<file path="config.mk">
export PLATFORM = sky130hd
export DESIGN_NAME = insn_encoder_loader_flat
export DESIGN_NICKNAME = d
export VERILOG_FILES = /design/src/rtl/insn_encoder_loader_if.sv /design/src/rtl/insn_encoder_loader.sv /design/src/flat_wrapper.sv
export SDC_FILE = /design/constraint.sdc
export NUM_CORES = 1
export LEC_CHECK = 0
export ABC_CLOCK_PERIOD_IN_PS = 2250
export CORE_UTILIZATION = 47
export CTS_CLUSTER_SIZE = 30
export DETAILED_ROUTE_END_ITERATION = 8
export PLACE_DENSITY_LB_ADDON = 0.08
export SLEW_MARGIN = 10
export SYNTH_ARGS = -nofsm -noshare
export SYNTH_HDL_FRONTEND = slang
export SYNTH_SLANG_ARGS = --single-unit
</file>
<file path="constraint.sdc">
create_clock -name clk -period 2.25 [get_ports clk]
set_clock_uncertainty 0.15 [all_clocks]
set_input_delay 0.225 -clock clk [delete_from_list [all_inputs] [get_ports clk]]
set_output_delay 0.225 -clock clk [all_outputs]
set_load 0.05 [all_outputs]
</file>
<file path="src/rtl/insn_encoder_loader_if.sv">
// ---------------------------------------------------------------------------
// insn_encoder_loader_if
// Groups the structured-instruction input channel (valid/ready plus fields)
// and the instruction-memory write bus of the program loader.
//   in_valid / in_ready       : instruction handshake
//   in_op, in_rd, in_rs1,
//   in_rs2, in_imm            : structured instruction fields
//   imem_we, imem_addr,
//   imem_wdata                : registered instruction-memory write port
// master : the instruction source (also observes the write bus)
// slave  : the loader
// ---------------------------------------------------------------------------
interface insn_encoder_loader_if #(
    parameter int AW = 8
);
    logic          in_valid;
    logic          in_ready;
    logic [2:0]    in_op;
    logic [1:0]    in_rd;
    logic [1:0]    in_rs1;
    logic [1:0]    in_rs2;
    logic [15:0]   in_imm;
    logic          imem_we;
    logic [AW-1:0] imem_addr;
    logic [15:0]   imem_wdata;

    modport master (
        output in_valid, in_op, in_rd, in_rs1, in_rs2, in_imm,
        input  in_ready, imem_we, imem_addr, imem_wdata
    );

    modport slave (
        input  in_valid, in_op, in_rd, in_rs1, in_rs2, in_imm,
        output in_ready, imem_we, imem_addr, imem_wdata
    );
endinterface

</file>
<file path="src/rtl/insn_encoder_loader.sv">
// ---------------------------------------------------------------------------
// insn_encoder_loader
// Program loader for the attopu instruction memory. Accepts structured
// instructions, range-checks them, encodes legal ones into the 16-bit format
// and writes them to consecutive addresses during a load session.
// Ports:
//   clk, rst_n      : clock, asynchronous active-low reset
//   start           : pulse, begin/restart a session at start_addr
//   start_addr      : first write address (sampled on start)
//   finish          : pulse, end the session
//   bus (slave)     : instruction handshake + instruction-memory write bus
//   busy/done/err   : session state LOAD / DONE / ERROR (levels)
//   err_code        : 01 reserved op, 10 address range, 11 branch range
//   count           : words written this session
// ---------------------------------------------------------------------------
module insn_encoder_loader #(
    parameter int AW = 8
) (
    input  logic                   clk,
    input  logic                   rst_n,
    input  logic                   start,
    input  logic [AW-1:0]          start_addr,
    input  logic                   finish,
    insn_encoder_loader_if.slave   bus,
    output logic                   busy,
    output logic                   done,
    output logic                   err,
    output logic [1:0]             err_code,
    output logic [AW:0]            count
);
    typedef enum logic [1:0] {
        IDLE  = 2'd0,
        LOAD  = 2'd1,
        DONE  = 2'd2,
        ERROR = 2'd3
    } state_t;

    state_t        r_state;
    logic [AW-1:0] r_ptr;
    logic [AW:0]   r_count;
    logic          r_we;
    logic [AW-1:0] r_addr;
    logic [15:0]   r_wdata;
    logic [1:0]    r_err_code;

    logic          w_accept;
    logic          w_legal;
    logic [15:0]   w_word;
    logic [1:0]    w_code;

    // Ready depends on registered state only, never on in_valid.
    assign bus.in_ready = (r_state == LOAD);
    assign w_accept     = bus.in_valid && (r_state == LOAD);

    // Encoder and range checker. Unlisted bits are forced to zero.
    always_comb begin
        w_word  = 16'd0;
        w_legal = 1'b1;
        w_code  = 2'b00;
        case (bus.in_op)
            3'd0: w_word = {2'b00, 1'b0, bus.in_rd, bus.in_rs1, bus.in_rs2, 7'd0};
            3'd1, 3'd3: begin
                w_word = {(bus.in_op == 3'd1) ? 2'b01 : 2'b10, 1'b0, bus.in_rd,
                          bus.in_imm[10:0]};
                if (bus.in_imm[15:11] != 5'd0) begin
                    w_legal = 1'b0;
                    w_code  = 2'b10;
                end
            end
            3'd2: w_word = {2'b01, 1'b1, bus.in_rd, bus.in_rs1, 9'd0};
            3'd4: w_word = {2'b10, 1'b1, bus.in_rd, bus.in_rs1, bus.in_rs2, 7'd0};
            3'd5: begin
                w_word = {2'b11, 1'b0, 2'b00, bus.in_imm[10:0]};
                // Offset fits in 11-bit two's complement only if bits 15..10
                // are a pure sign extension.
                if (!((&bus.in_imm[15:10]) || (~|bus.in_imm[15:10]))) begin
                    w_legal = 1'b0;
                    w_code  = 2'b11;
                end
            end
            3'd6: w_word = {2'b11, 1'b1, 2'b00, bus.in_rs1, 9'd0};
            default: begin
                w_legal = 1'b0;
                w_code  = 2'b01;
            end
        endcase
    end

    always_ff @(posedge clk or negedge rst_n) begin
        if (!rst_n) begin
            r_state    <= IDLE;
            r_ptr      <= '0;
            r_count    <= '0;
            r_we       <= 1'b0;
            r_addr     <= '0;
            r_wdata    <= 16'd0;
            r_err_code <= 2'b00;
        end else begin
            // Write strobe is a one-cycle pulse; address/data hold otherwise.
            r_we <= 1'b0;
            if (start) begin
                r_state    <= LOAD;
                r_ptr      <= start_addr;
                r_count    <= '0;
                r_err_code <= 2'b00;
            end else if (r_state == LOAD) begin
                if (w_accept && w_legal) begin
                    r_we    <= 1'b1;
                    r_addr  <= r_ptr;
                    r_wdata <= w_word;
                    r_count <= r_count + (AW + 1)'(1);
                    // Last address consumed: stop instead of wrapping.
                    if (r_ptr == {AW{1'b1}}) begin
                        r_state <= DONE;
                    end else begin
                        r_ptr <= r_ptr + AW'(1);
                        if (finish) begin
                            r_state <= DONE;
                        end
                    end
                end else if (w_accept) begin
                    r_err_code <= w_code;
                    r_state    <= ERROR;
                end else if (finish) begin
                    r_state <= DONE;
                end
            end
        end
    end

    assign bus.imem_we    = r_we;
    assign bus.imem_addr  = r_addr;
    assign bus.imem_wdata = r_wdata;
    assign busy           = (r_state == LOAD);
    assign done           = (r_state == DONE);
    assign err            = (r_state == ERROR);
    assign err_code       = r_err_code;
    assign count          = r_count;
endmodule
</file>
<file path="src/flat_wrapper.sv">
// flat-port wrapper written by rule: the top's interface ports become plain ports
module insn_encoder_loader_flat 
#(
    parameter int AW = 8
)
  (clk, rst_n, start, start_addr, finish, busy, done, err, err_code, count, bus_in_valid, bus_in_op, bus_in_rd, bus_in_rs1, bus_in_rs2, bus_in_imm, bus_in_ready, bus_imem_we, bus_imem_addr, bus_imem_wdata);
  insn_encoder_loader_if #(.AW(AW)) bus_i ();
  input  logic clk;
  input  logic rst_n;
  input  logic start;
  input  logic [AW-1:0] start_addr;
  input  logic finish;
  output logic busy;
  output logic done;
  output logic err;
  output logic [1:0] err_code;
  output logic [AW:0] count;
  input wire logic [$bits(bus_i.in_valid)-1:0] bus_in_valid;
  input wire logic [$bits(bus_i.in_op)-1:0] bus_in_op;
  input wire logic [$bits(bus_i.in_rd)-1:0] bus_in_rd;
  input wire logic [$bits(bus_i.in_rs1)-1:0] bus_in_rs1;
  input wire logic [$bits(bus_i.in_rs2)-1:0] bus_in_rs2;
  input wire logic [$bits(bus_i.in_imm)-1:0] bus_in_imm;
  output wire logic [$bits(bus_i.in_ready)-1:0] bus_in_ready;
  output wire logic [$bits(bus_i.imem_we)-1:0] bus_imem_we;
  output wire logic [$bits(bus_i.imem_addr)-1:0] bus_imem_addr;
  output wire logic [$bits(bus_i.imem_wdata)-1:0] bus_imem_wdata;
  assign bus_i.in_valid = bus_in_valid;
  assign bus_i.in_op = bus_in_op;
  assign bus_i.in_rd = bus_in_rd;
  assign bus_i.in_rs1 = bus_in_rs1;
  assign bus_i.in_rs2 = bus_in_rs2;
  assign bus_i.in_imm = bus_in_imm;
  assign bus_in_ready = bus_i.in_ready;
  assign bus_imem_we = bus_i.imem_we;
  assign bus_imem_addr = bus_i.imem_addr;
  assign bus_imem_wdata = bus_i.imem_wdata;
  insn_encoder_loader #(.AW(AW)) u_core (.clk(clk), .rst_n(rst_n), .start(start), .start_addr(start_addr), .finish(finish), .bus(bus_i), .busy(busy), .done(done), .err(err), .err_code(err_code), .count(count));
endmodule
</file>
==> impl_results.md, run 1 <==
* Status: finished, final reports clean
* Initial antenna violation count at 0
* Max IR drop VDD at between 0.9 and 1 mV
* 1st-iter DRT viols at 78
* Placed instance count at 408
* Post-Place Setup Slack at -262 ps
* Syn Nets at 286
* Post-synth EDFFs at 0
* YS warnings at 0
* Sequential fraction of the synthesis area at between 40% and 50%
* Worst path arrival time at 2190 ps
* Area contributors post-synth: dfrtp_1 45%, mux2_4 5.3%, mux2_2 4.9%
* Cts bufs inserted at 5
* Stages on worst setup path at 7
* Achievable clock frequency at between 0.4 and 0.5 GHz
* Antenna-violating nets left at 0
* Pwr Total at ~3.1 mW
* Endpoints failing setup at 0
* FF-to-FF End: u_core.r_ptr[0]
* Overflow after GRT at 0
* Initial core utilization at 49.4%
* # rows at 26
* Number of iterations in the first detailed-routing pass at 4
* Top Ports at 78
* H-tree depth at 2
* Synth Flop Type: dfrtp_1
* Worst path bufs/invs at 2
* Synth top area share at between 40 and 50%
* Post-route minimum period at roughly 2100 ps
* Most common cell in the synthesized netlist: dfrtp_1
* Pin count of the biggest net entering global routing at 25
* RSZ-0062 raised after global routing: false
* Crit path required time at 2300 ps
* Worst setup path endpoint: u_core.count[5]
* Via count at around 2,300
* Antenna cells at 0
* R2R Path Start: u_core.r_ptr[1]
* Clk pwr share at roughly a fifth
* Power per standard cell area at around 830 mW/mm^2
* Final Slew Violations at 0
* Net switching power at approximately 1.2 mW
* Final Hold Vio Count at 0
* IO Port Bufs at 77
* Syn Std Cell Area at about 0.0025 mm^2
* CTS tree: yes
* Crit-path slowest cell: clkdlybuf4s50_1
* GRT Total Usage at between 20% and 30%
* Final worst setup slack at between 100 and 150 ps
* RD Place Congestion at ~0.85
* Net Sw Frac at approximately two fifths
* Pleak at 1.60 nW
* Final std cells w/o fill at between 400 and 500
* WS Path Type: in2reg
* Maximum clock path buffer count at 2
* Routed len/inst at around 15 um
* Setup bufs post-CTS at 0
* Worst path cell trace: clkdlybuf4s50_1 -> or2_4 -> o41ai_4 -> nand2_2 -> buf_12 -> a211oi_1 -> mux2_2
* Worst hold path class: in2async
* DRT Wirelength at around 6400 um
* Die ar. at between 0.005 and 0.006 mm^2
* Core Region at between 0.005 and 0.006 mm^2
* Critical path startpoint category: primary input
* HPWL Detailed at 4850 um
* Commonest cells in the synthesized netlist: 46 x dfrtp_1, 20 x nand2_1, 17 x nor2_1
* Layout Nets at approximately 390
* Clock sink count at between 40 and 50
* Combinational share of power at a little over two fifths
* Slew @ Worst Pin at ~550 ps
* Avg Cell Area, Syn at just over 10 um^2
* Final instance area at 0.00369 mm^2
* Top Family by Delay on Critical Path: compound AO/OA/AOI/OAI gates
* Vias/cell at around 5.4
* Die Y at 75.5 um
* Clk_lat worst skew at around 310 ps
* Rel. slew slack at 63.1%
* Maxcap violations at 0
* Drt drc at 0
* Layout cell share with drive strength beyond 1 at between 15 and 20%
* Sequential share of power at approximately 36%
* Setup crit start: bus_in_imm[12]
* Async SR Flop Fraction at 100%
* Max Fanout on Critical Path at 8
* Reg2Reg Depth at 6
* Synthesized flop and latch total at 46
* Fin crit share at a little over nine tenths
* Mapped Cells at between 200 and 250
* Yosys cell types at between 50 and 60
* Synthesis-to-finish area growth at 45.5%
* First-pass GRT wire length at about 10,000 um
* Reg-to-reg setup timing slack at ~180 ps
* Post-synth top area cell: dfrtp_1
* Clock root cell: clkbuf_8
* Post-placement cell area at between 0.003 and 0.004 mm^2
* Die Span X at approximately 76 um
* Crit. End Element: register
* P_int at roughly 1.8 mW
* CP max stage delay at roughly 420 ps
* Vias in the first global route at about 2,200
* Reg clk slew, reported paths at 90 ps
[stage by stage]
| stage | utilization, % | setup TNS [ps] | hold slack [ps] |
|---|---|---|---|
| 6_report | 71.9 | 0 | 278 |
| 4_1_cts | 71.6 | 0 | 293 |
| 5_1_grt | 71.9 | 0 | 337 |
| 2_1_floorplan | - | 0 | -221 |
| 3_5_place_dp | 69.3 | -6200 | 93.4 |
| 3_3_place_gp | 69.3 | -4280 | 87.8 |
[repair_timing]
item	4_1_cts	5_1_grt
hold endpoints to repair	22	0
hold buffers	1	0
resized for setup	0	3
endpoints found under the setup margin	0	3
[worst register-to-register path, cell delays in order (launching register included)]
cell and delay (ps):
dfrtp_1 440, ha_1 240, and2_1 190, a31oi_1 290, o211ai_1 310, a21boi_0 260, o31ai_1 90
[power groups by stage]
stage,clock network (mW),registers [mW],logic (mW)
2_1_floorplan,0,1.61,0.336
3_3_place_gp,0,1.12,1.31
3_5_place_dp,0,1.12,1.34
4_1_cts,0.634,1.11,1.34
5_1_grt,0.652,1.13,1.40
6_report,0.621,1.11,1.33
[how the worst min path moves through the flow]
stage                     slack [ps]          start                        to  cells after the start
after global routing             340  bus_in_imm[4]  u_core.bus.imem_wdata[4]                      3
after CTS                        290          rst_n  u_core.bus.imem_wdata[7]                      2
after detailed placement          90          rst_n  u_core.bus.imem_wdata[7]                      1
final                            280          rst_n  u_core.bus.imem_wdata[7]                      2
after global placement            90          rst_n  u_core.bus.imem_wdata[8]                      1
after floorplan                 -220          rst_n   u_core.bus.imem_addr[0]                      0
[layout make-up]
class,instances,area (um^2)
clock buffer,5,68.8
clock inverter,3,40.0
sequential,46,1150
multi-input combinational,174,1270
fill,429,1450
tap,70,87.6
timing repair buffer,106,1030
inverter,13,48.8
[flip-flops by register name (all words and copies together), names as in the netlist]
register,count
u_core.bus.imem_wdata,16
u_core.count,9
u_core.bus.imem_addr,8
u_core.r_ptr,8
u_core.err_code,2
u_core.r_state,2
u_core.bus.imem_we,1
[layer usage]
layer | up-vias | GRT usage [%] | wire length [um]
met5 | - | 0 | 0
met4 | 0 | 9.26 | 142
met3 | 15 | 4.63 | 266
met2 | 77 | 42.5 | 3190
met1 | 1091 | 31.2 | 2840
li1 | 1080 | - | -
[placed cells by master (no fill, tap or decap), types with 5 or more instances in the layout]
| master | n |
|---|---|
| o21ai_0 | 9 |
| nor2_1 | 17 |
| nor2b_1 | 13 |
| mux2_2 | 11 |
| mux2_4 | 9 |
| nand2_1 | 20 |
| clkbuf_8 | 5 |
| inv_1 | 13 |
| buf_4 | 25 |
| nand3_1 | 16 |
| mux2i_1 | 10 |
| clkdlybuf4s50_1 | 74 |
| o211ai_1 | 5 |
| a21oi_1 | 8 |
| dfrtp_1 | 46 |
[cell families (layout without fill, tap and decap cells)]
group	count (synthesis)	in the layout	share of synthesized area (%)
and+or+nand+nor	91	91	18.8
AOI/OAI and AO/OA	49	49	15.0
DFF	46	46	45.3
muxes	31	31	14.6
buffers and inverters	26	127	5.02
adders and majority gates	2	2	0.985
xor gates and xnor gates	1	1	0.345
Note: power is estimated with default switching activity, not from simulation.
==> run 2, diff against run 1 <==
--- a/config.mk
+++ b/config.mk
@@ -6,9 +6,11 @@
 export NUM_CORES = 1
 export LEC_CHECK = 0
 export ABC_CLOCK_PERIOD_IN_PS = 2250
+export CORE_ASPECT_RATIO = 1.25
 export CORE_UTILIZATION = 47
 export CTS_CLUSTER_SIZE = 30
 export DETAILED_ROUTE_END_ITERATION = 8
+export HOLD_SLACK_MARGIN = 0.08
 export PLACE_DENSITY_LB_ADDON = 0.08
 export SLEW_MARGIN = 10
 export SYNTH_ARGS = -nofsm -noshare
==> run 2 against run 1 <==
Core utilization fell by 0.90 points. Routed wire length fell by 2.4%. Die area barely moved. Worst setup slack got worse by 52 ps. Sequential power barely moved. Combinational power barely moved. Register-to-register slack got worse by 30 ps. Highest routed layer unchanged. Final area fell by 1.0%. Clock power fell by 18%.
==> impl_results.md, run 2 (synthesized netlist as in run 1, its figures left out) <==
* Placed instance count at 400
* Endpoints failing setup at 0
* R2R Path Start: u_core.r_state[1]
* P_int at 1.74 mW
* Layout cell share with drive strength beyond 1 at between 10% and 20%
* Maxcap violations at 0
* Net Sw Frac at 40.9%
* Vias in the first global route at between 2,000 and 2,500
* Setup TNS at 0 ps
* Top Ports at slightly below 80
* Top Family by Delay on Critical Path: compound AO/OA/AOI/OAI gates
* Combinational share of power at 45.2%
* Overflow after GRT at 0
* FF-to-FF End: u_core.count[6]
* Core Region at ~0.005 mm^2
* Vias/cell at roughly 5.5
* Sequential share of power at between 30% and 40%
* Drt drc at 0
* Reg-to-reg setup timing slack at about 150 ps
* Initial antenna violation count at 0
* Clock root cell: clkbuf_8
* Die Span X at approximately 68 um
* First-pass GRT wire length at 10,100 um
* Pin count of the biggest net entering global routing at 20
* Pleak at between 1.5 and 2 nW
* 1st-iter DRT viols at a little under 80
* Post-route minimum period at approximately 2200 ps
* Post-placement cell area at around 0.0035 mm^2
* Antenna-violating nets left at 0
* Status: finished, final reports clean
* # rows at 29
* Worst path cell trace: clkdlybuf4s50_1 -> or2_4 -> o41ai_4 -> nand2_2 -> buf_12 -> a211o_1 -> mux2_1
* GRT Total Usage at a little under a quarter
* Largest register FFs at 16
* Cts bufs inserted at 5
* IO Port Bufs at 77
* Die ar. at about 0.0057 mm^2
* Final instance area at around 0.0037 mm^2
* Reg clk slew, reported paths at 100 ps
* Synthesis-to-finish area growth at 44.0%
* Achievable clock frequency at between 0.4 and 0.5 GHz
* Routed len/inst at 15.4 um
* DRT Wirelength at between 6000 and 7000 um
* Crit path required time at approximately 2300 ps
* Antenna cells at 0
* Number of iterations in the first detailed-routing pass at 4
* Worst path arrival time at 2220 ps
* RD Place Congestion at 0.832
* Net switching power at ~1.2 mW
* Clock sink count at 46
* Final Slew Violations at 0
* Worst hold slack at around 230 ps
* Critical path startpoint category: primary input
* Clk_lat worst skew at 300 ps
* Worst path bufs/invs at 2
* Final Util at 71.0%
* Rel. slew slack at 64.7%
* Final Hold Vio Count at 0
* Commonest non-fill, non-tap cell in the layout: clkdlybuf4s50_1
* Max Fanout on Critical Path at 7
* Max IR drop VDD at between 0.5 and 0.6 mV
* Crit-path slowest cell: clkdlybuf4s50_1
* Most frequent cells in the layout: 76 x clkdlybuf4s50_1, 46 x dfrtp_1, 25 x buf_4
* CTS tree: yes
* HPWL Detailed at around 4700 um
* Die Y at 84.2 um
* Reg2Reg Depth at 5
* H-tree depth at 2
* Final std cells w/o fill at 409
* Worst hold path class: in2async
* Initial core utilization at 49.3%
* Clk pwr share at 17.3%
* Via count at ~2,200
* Setup bufs post-CTS at 0
* Slew @ Worst Pin at 527 ps
* Power per standard cell area at about 800 mW/mm^2
* Fin crit share at slightly below 100%
* CP max stage delay at 430 ps
* Crit. End Element: register
* Layout Nets at 386
* WS Path Type: in2reg
* Maximum clock path buffer count at 2
==> run 2: cell types whose count changed in the layout (fill, tap and decap cells not counted), sizes merged <==
| cell | before | now |
|---|---|---|
| bufinv | 1 | 0 |
| dlymetal6s2s | 2 | 0 |
| clkdlybuf4s50 | 74 | 76 |
| clkinvlp | 0 | 1 |
==> run 2: what timing repair did <==
action / CTS / global route
hold endpoints to repair: 17 / 0
gates resized for setup: 0 / 3
hold buffers: 1 / 0
endpoints found under the setup margin: 0 / 4
==> run 2: metal layers <==
layer | global-route usage, % | up-vias | routed length (um)
met5 | 0 | - | 0
met1 | 29.9 | 1080 | 2670
li1 | - | 1082 | -
met4 | 8.51 | 0 | 114
met3 | 4.89 | 10 | 393
met2 | 38.2 | 75 | 3110
==> run 2: how the worst max path moves through the flow <==
stage | start | endpoint | slack, ps | depth (start not counted)
2_1_floorplan | bus_in_imm[15] | u_core.bus.imem_addr[4] | 210 | 6
3_3_place_gp | bus_in_imm[12] | u_core.count[8] | -210 | 7
3_5_place_dp | bus_in_imm[12] | u_core.count[5] | -230 | 7
4_1_cts | bus_in_imm[12] | u_core.count[5] | 70 | 7
5_1_grt | bus_in_imm[12] | u_core.count[8] | -1 | 7
6_report | bus_in_imm[12] | u_core.count[6] | 60 | 7
==> run 2: cell type report <==
type                    instances  area (um^2)
clock buffers                   5         68.8
clock inverters                 3         21.3
fillers                       417         1500
inverters                      13         48.8
multi-input cells             174         1270
flip-flops and latches         46         1150
well taps                      62         77.6
repair buffers                106         1010
==> run 2: power by group through the flow <==
stage,clock (mW),sequential [mW],combinational (mW)
global route,0.559,1.13,1.40
global placement,0,1.11,1.32
floorplan,0,1.61,0.336
finish,0.509,1.10,1.33
CTS,0.523,1.10,1.34
detailed placement,0,1.12,1.33
==> run 2: per-stage QoR <==
stage	total power, mW	setup slack [ps]
after floorplan	1.95	205
after global placement	2.43	-207
after detailed placement	2.45	-227
after CTS	2.96	69.5
after global routing	3.09	-1.26
final	2.94	59.6
==> run 3, diff against run 2 <==
--- a/config.mk
+++ b/config.mk
@@ -5,9 +5,9 @@
 export SDC_FILE = /design/constraint.sdc
 export NUM_CORES = 1
 export LEC_CHECK = 0
-export ABC_CLOCK_PERIOD_IN_PS = 2250
+export ABC_CLOCK_PERIOD_IN_PS = 2800
 export CORE_ASPECT_RATIO = 1.25
-export CORE_UTILIZATION = 47
+export CORE_UTILIZATION = 51
 export CTS_CLUSTER_SIZE = 30
 export DETAILED_ROUTE_END_ITERATION = 8
 export HOLD_SLACK_MARGIN = 0.08
==> constraint.sdc (replaced) <==
create_clock -name clk -period 2.8 [get_ports clk]
set_clock_uncertainty 0.15 [all_clocks]
set_input_delay 0.28 -clock clk [delete_from_list [all_inputs] [get_ports clk]]
set_output_delay 0.28 -clock clk [all_outputs]
set_load 0.05 [all_outputs]
==> run 3 against run 2 <==
Sequential power is 18% lower. Sequential share of layout area is 1.5 points higher. Clock-buffer cell count stayed put. Die area is 7.6% lower. Core utilization is 2.3 points higher. Final cell count is 4.9% lower. Critical path depth stayed put. Hold slack better by 130 ps. Clock power is 19% lower.
==> impl_results.md, run 3 (synthesized netlist as in run 1, its figures left out) <==
* Clock sink count at 46
* GR Util met3 at about 4.6%
* Vias/cell at approximately 5.6
* Critical path startpoint category: primary input
* Setup TNS at 0 ps
* Status: finished, final reports clean
* Antenna cells at 0
* Achievable clock frequency at 0.442 GHz
* Maximum clock path buffer count at 2
* Reg clk slew, reported paths at roughly 90 ps
* First-pass GRT wire length at 9620 um
* Die ar. at roughly 0.0053 mm^2
* Crit. End Element: register
* Final instance area at between 0.003 and 0.004 mm^2
* Maxcap violations at 0
* Final Util at 73.2%
* Filler cell count at between 300 and 400
* Commonest non-fill, non-tap cell in the layout: clkdlybuf4s50_1
* Layout Nets at about 370
* # rows at 28
* Overflow after GRT at 0
* Largest register FFs at 16
* Max IR drop VDD at 0.415 mV
* Post-route minimum period at 2260 ps
* Worst hold path class: reg2reg
* Fin crit share at about four fifths
* Pleak at ~1.5 nW
* GRT Max-Usage Layer: met2
* GRT Total Usage at 23.8%
* Cells resized by post-CTS repair at 0
* H-tree depth at 2
* Initial antenna violation count at 0
* Top Ports at 78
* Pin count of the biggest net entering global routing at 47
* 1st-iter DRT viols at 66
* Crit path required time at between 2000 and 3000 ps
* Endpoints failing setup at 0
* Die Span X at roughly 65 um
* Reg-to-reg setup timing slack at 600 ps
* Max Fanout on Critical Path at 23
* Synthesis-to-finish area growth at 37.4%
* Post-placement cell area at roughly 0.0034 mm^2
* Most frequent cells in the layout: 76 x clkdlybuf4s50_1, 46 x dfrtp_1, 20 x nand2_1
* Worst path arrival time at 2300 ps
* Clk_lat worst skew at about 300 ps
* Number of iterations in the first detailed-routing pass at 4
* HPWL Detailed at 4260 um
* Rel. slew slack at between 30% and 40%
* Routed len/inst at between 15 and 20 um
* Vias in the first global route at approximately 2,100
* Final Slew Violations at 0
* Layout cell share with drive strength beyond 1 at ~15%
* Core Region at approximately 0.0048 mm^2
* M1 GR Usage at a little under a third
* RSZ-0062 raised after global routing: false
* Die Y at 80.9 um
* Drt drc at 0
* Final Hold Vio Count at 0
* IO Port Bufs at slightly below 80
* Slew @ Worst Pin at just over 1000 ps
* Power per standard cell area at approximately 670 mW/mm^2
* RD Place Congestion at approximately 0.82
* Via count at about 2,200
* DRT Wirelength at 5990 um
* CTS tree: yes
* Antenna-violating nets left at 0
* WS Path Type: in2reg
* Cts bufs inserted at 5
* Initial core utilization at 53.3%
* GR Util met2 at about two fifths
* Clock root cell: clkbuf_8
==> run 3: through the flow <==
step                setup slack, ps  cells  hold WS (ps)  total power, mW
finish                          538    389           369             2.35
global route                    452    389           386             2.45
CTS                             526    389           372             2.36
detailed placement              223    380           350             1.95
global placement                246    380           343             1.93
floorplan                       700    246          -166             1.57
==> run 3: worst max-delay path: stages <==
cell and delay (ps):
clkdlybuf4s50_1 430, or2_4 280, nor4_2 280, o211ai_1 200
a21oi_4 240, buf_12 230, mux2_2 350
==> run 3: cell type report <==
class | instances | area, um^2 | area share (%)
Clock buffer | 5 | 68.8 | 1.97
Clock inverter | 3 | 21.3 | 0.610
Inverter | 13 | 48.8 | 1.40
Multi-Input combinational cell | 174 | 1260 | 36.1
Sequential cell | 46 | 1150 | 33.0
Tap cell | 60 | 75.1 | 2.15
Timing Repair Buffer | 88 | 863 | 24.7
==> run 3: layer usage <==
| layer | vias to the layer above | routed length [um] |
|---|---|---|
| met3 | 7 | 329 |
| met5 | - | 0 |
| met2 | 80 | 2970 |
| li1 | 1045 | - |
| met4 | 0 | 83 |
| met1 | 1049 | 2610 |
==> run 3: timing repair <==
action,in CTS,in global routing
endpoints found under the hold margin,46,0
hold buffers,1,0
buffers inserted,0,0
==> run 3: final timing paths <==
| check | depth (start not counted) | start | endpoint |
|---|---|---|---|
| max | 7 | bus_in_imm[12] | u_core.bus.imem_addr[0] |
| min in group asynchronous | 2 | rst_n | u_core.bus.imem_wdata[5] |
| min reg2reg | 1 | u_core.bus.imem_addr[1] | u_core.bus.imem_addr[1] |
| min | 1 | u_core.bus.imem_addr[1] | u_core.bus.imem_addr[1] |
| max reg2reg | 6 | u_core.r_ptr[0] | u_core.r_ptr[0] |
| max in group asynchronous | 2 | rst_n | u_core.r_ptr[1] |
==> run 3: report_power, final <==
part	leakage, nW	switching, mW	internal (mW)
clock network	0.0441	0.238	0.176
logic	0.850	0.635	0.405
registers	0.574	0.0990	0.798
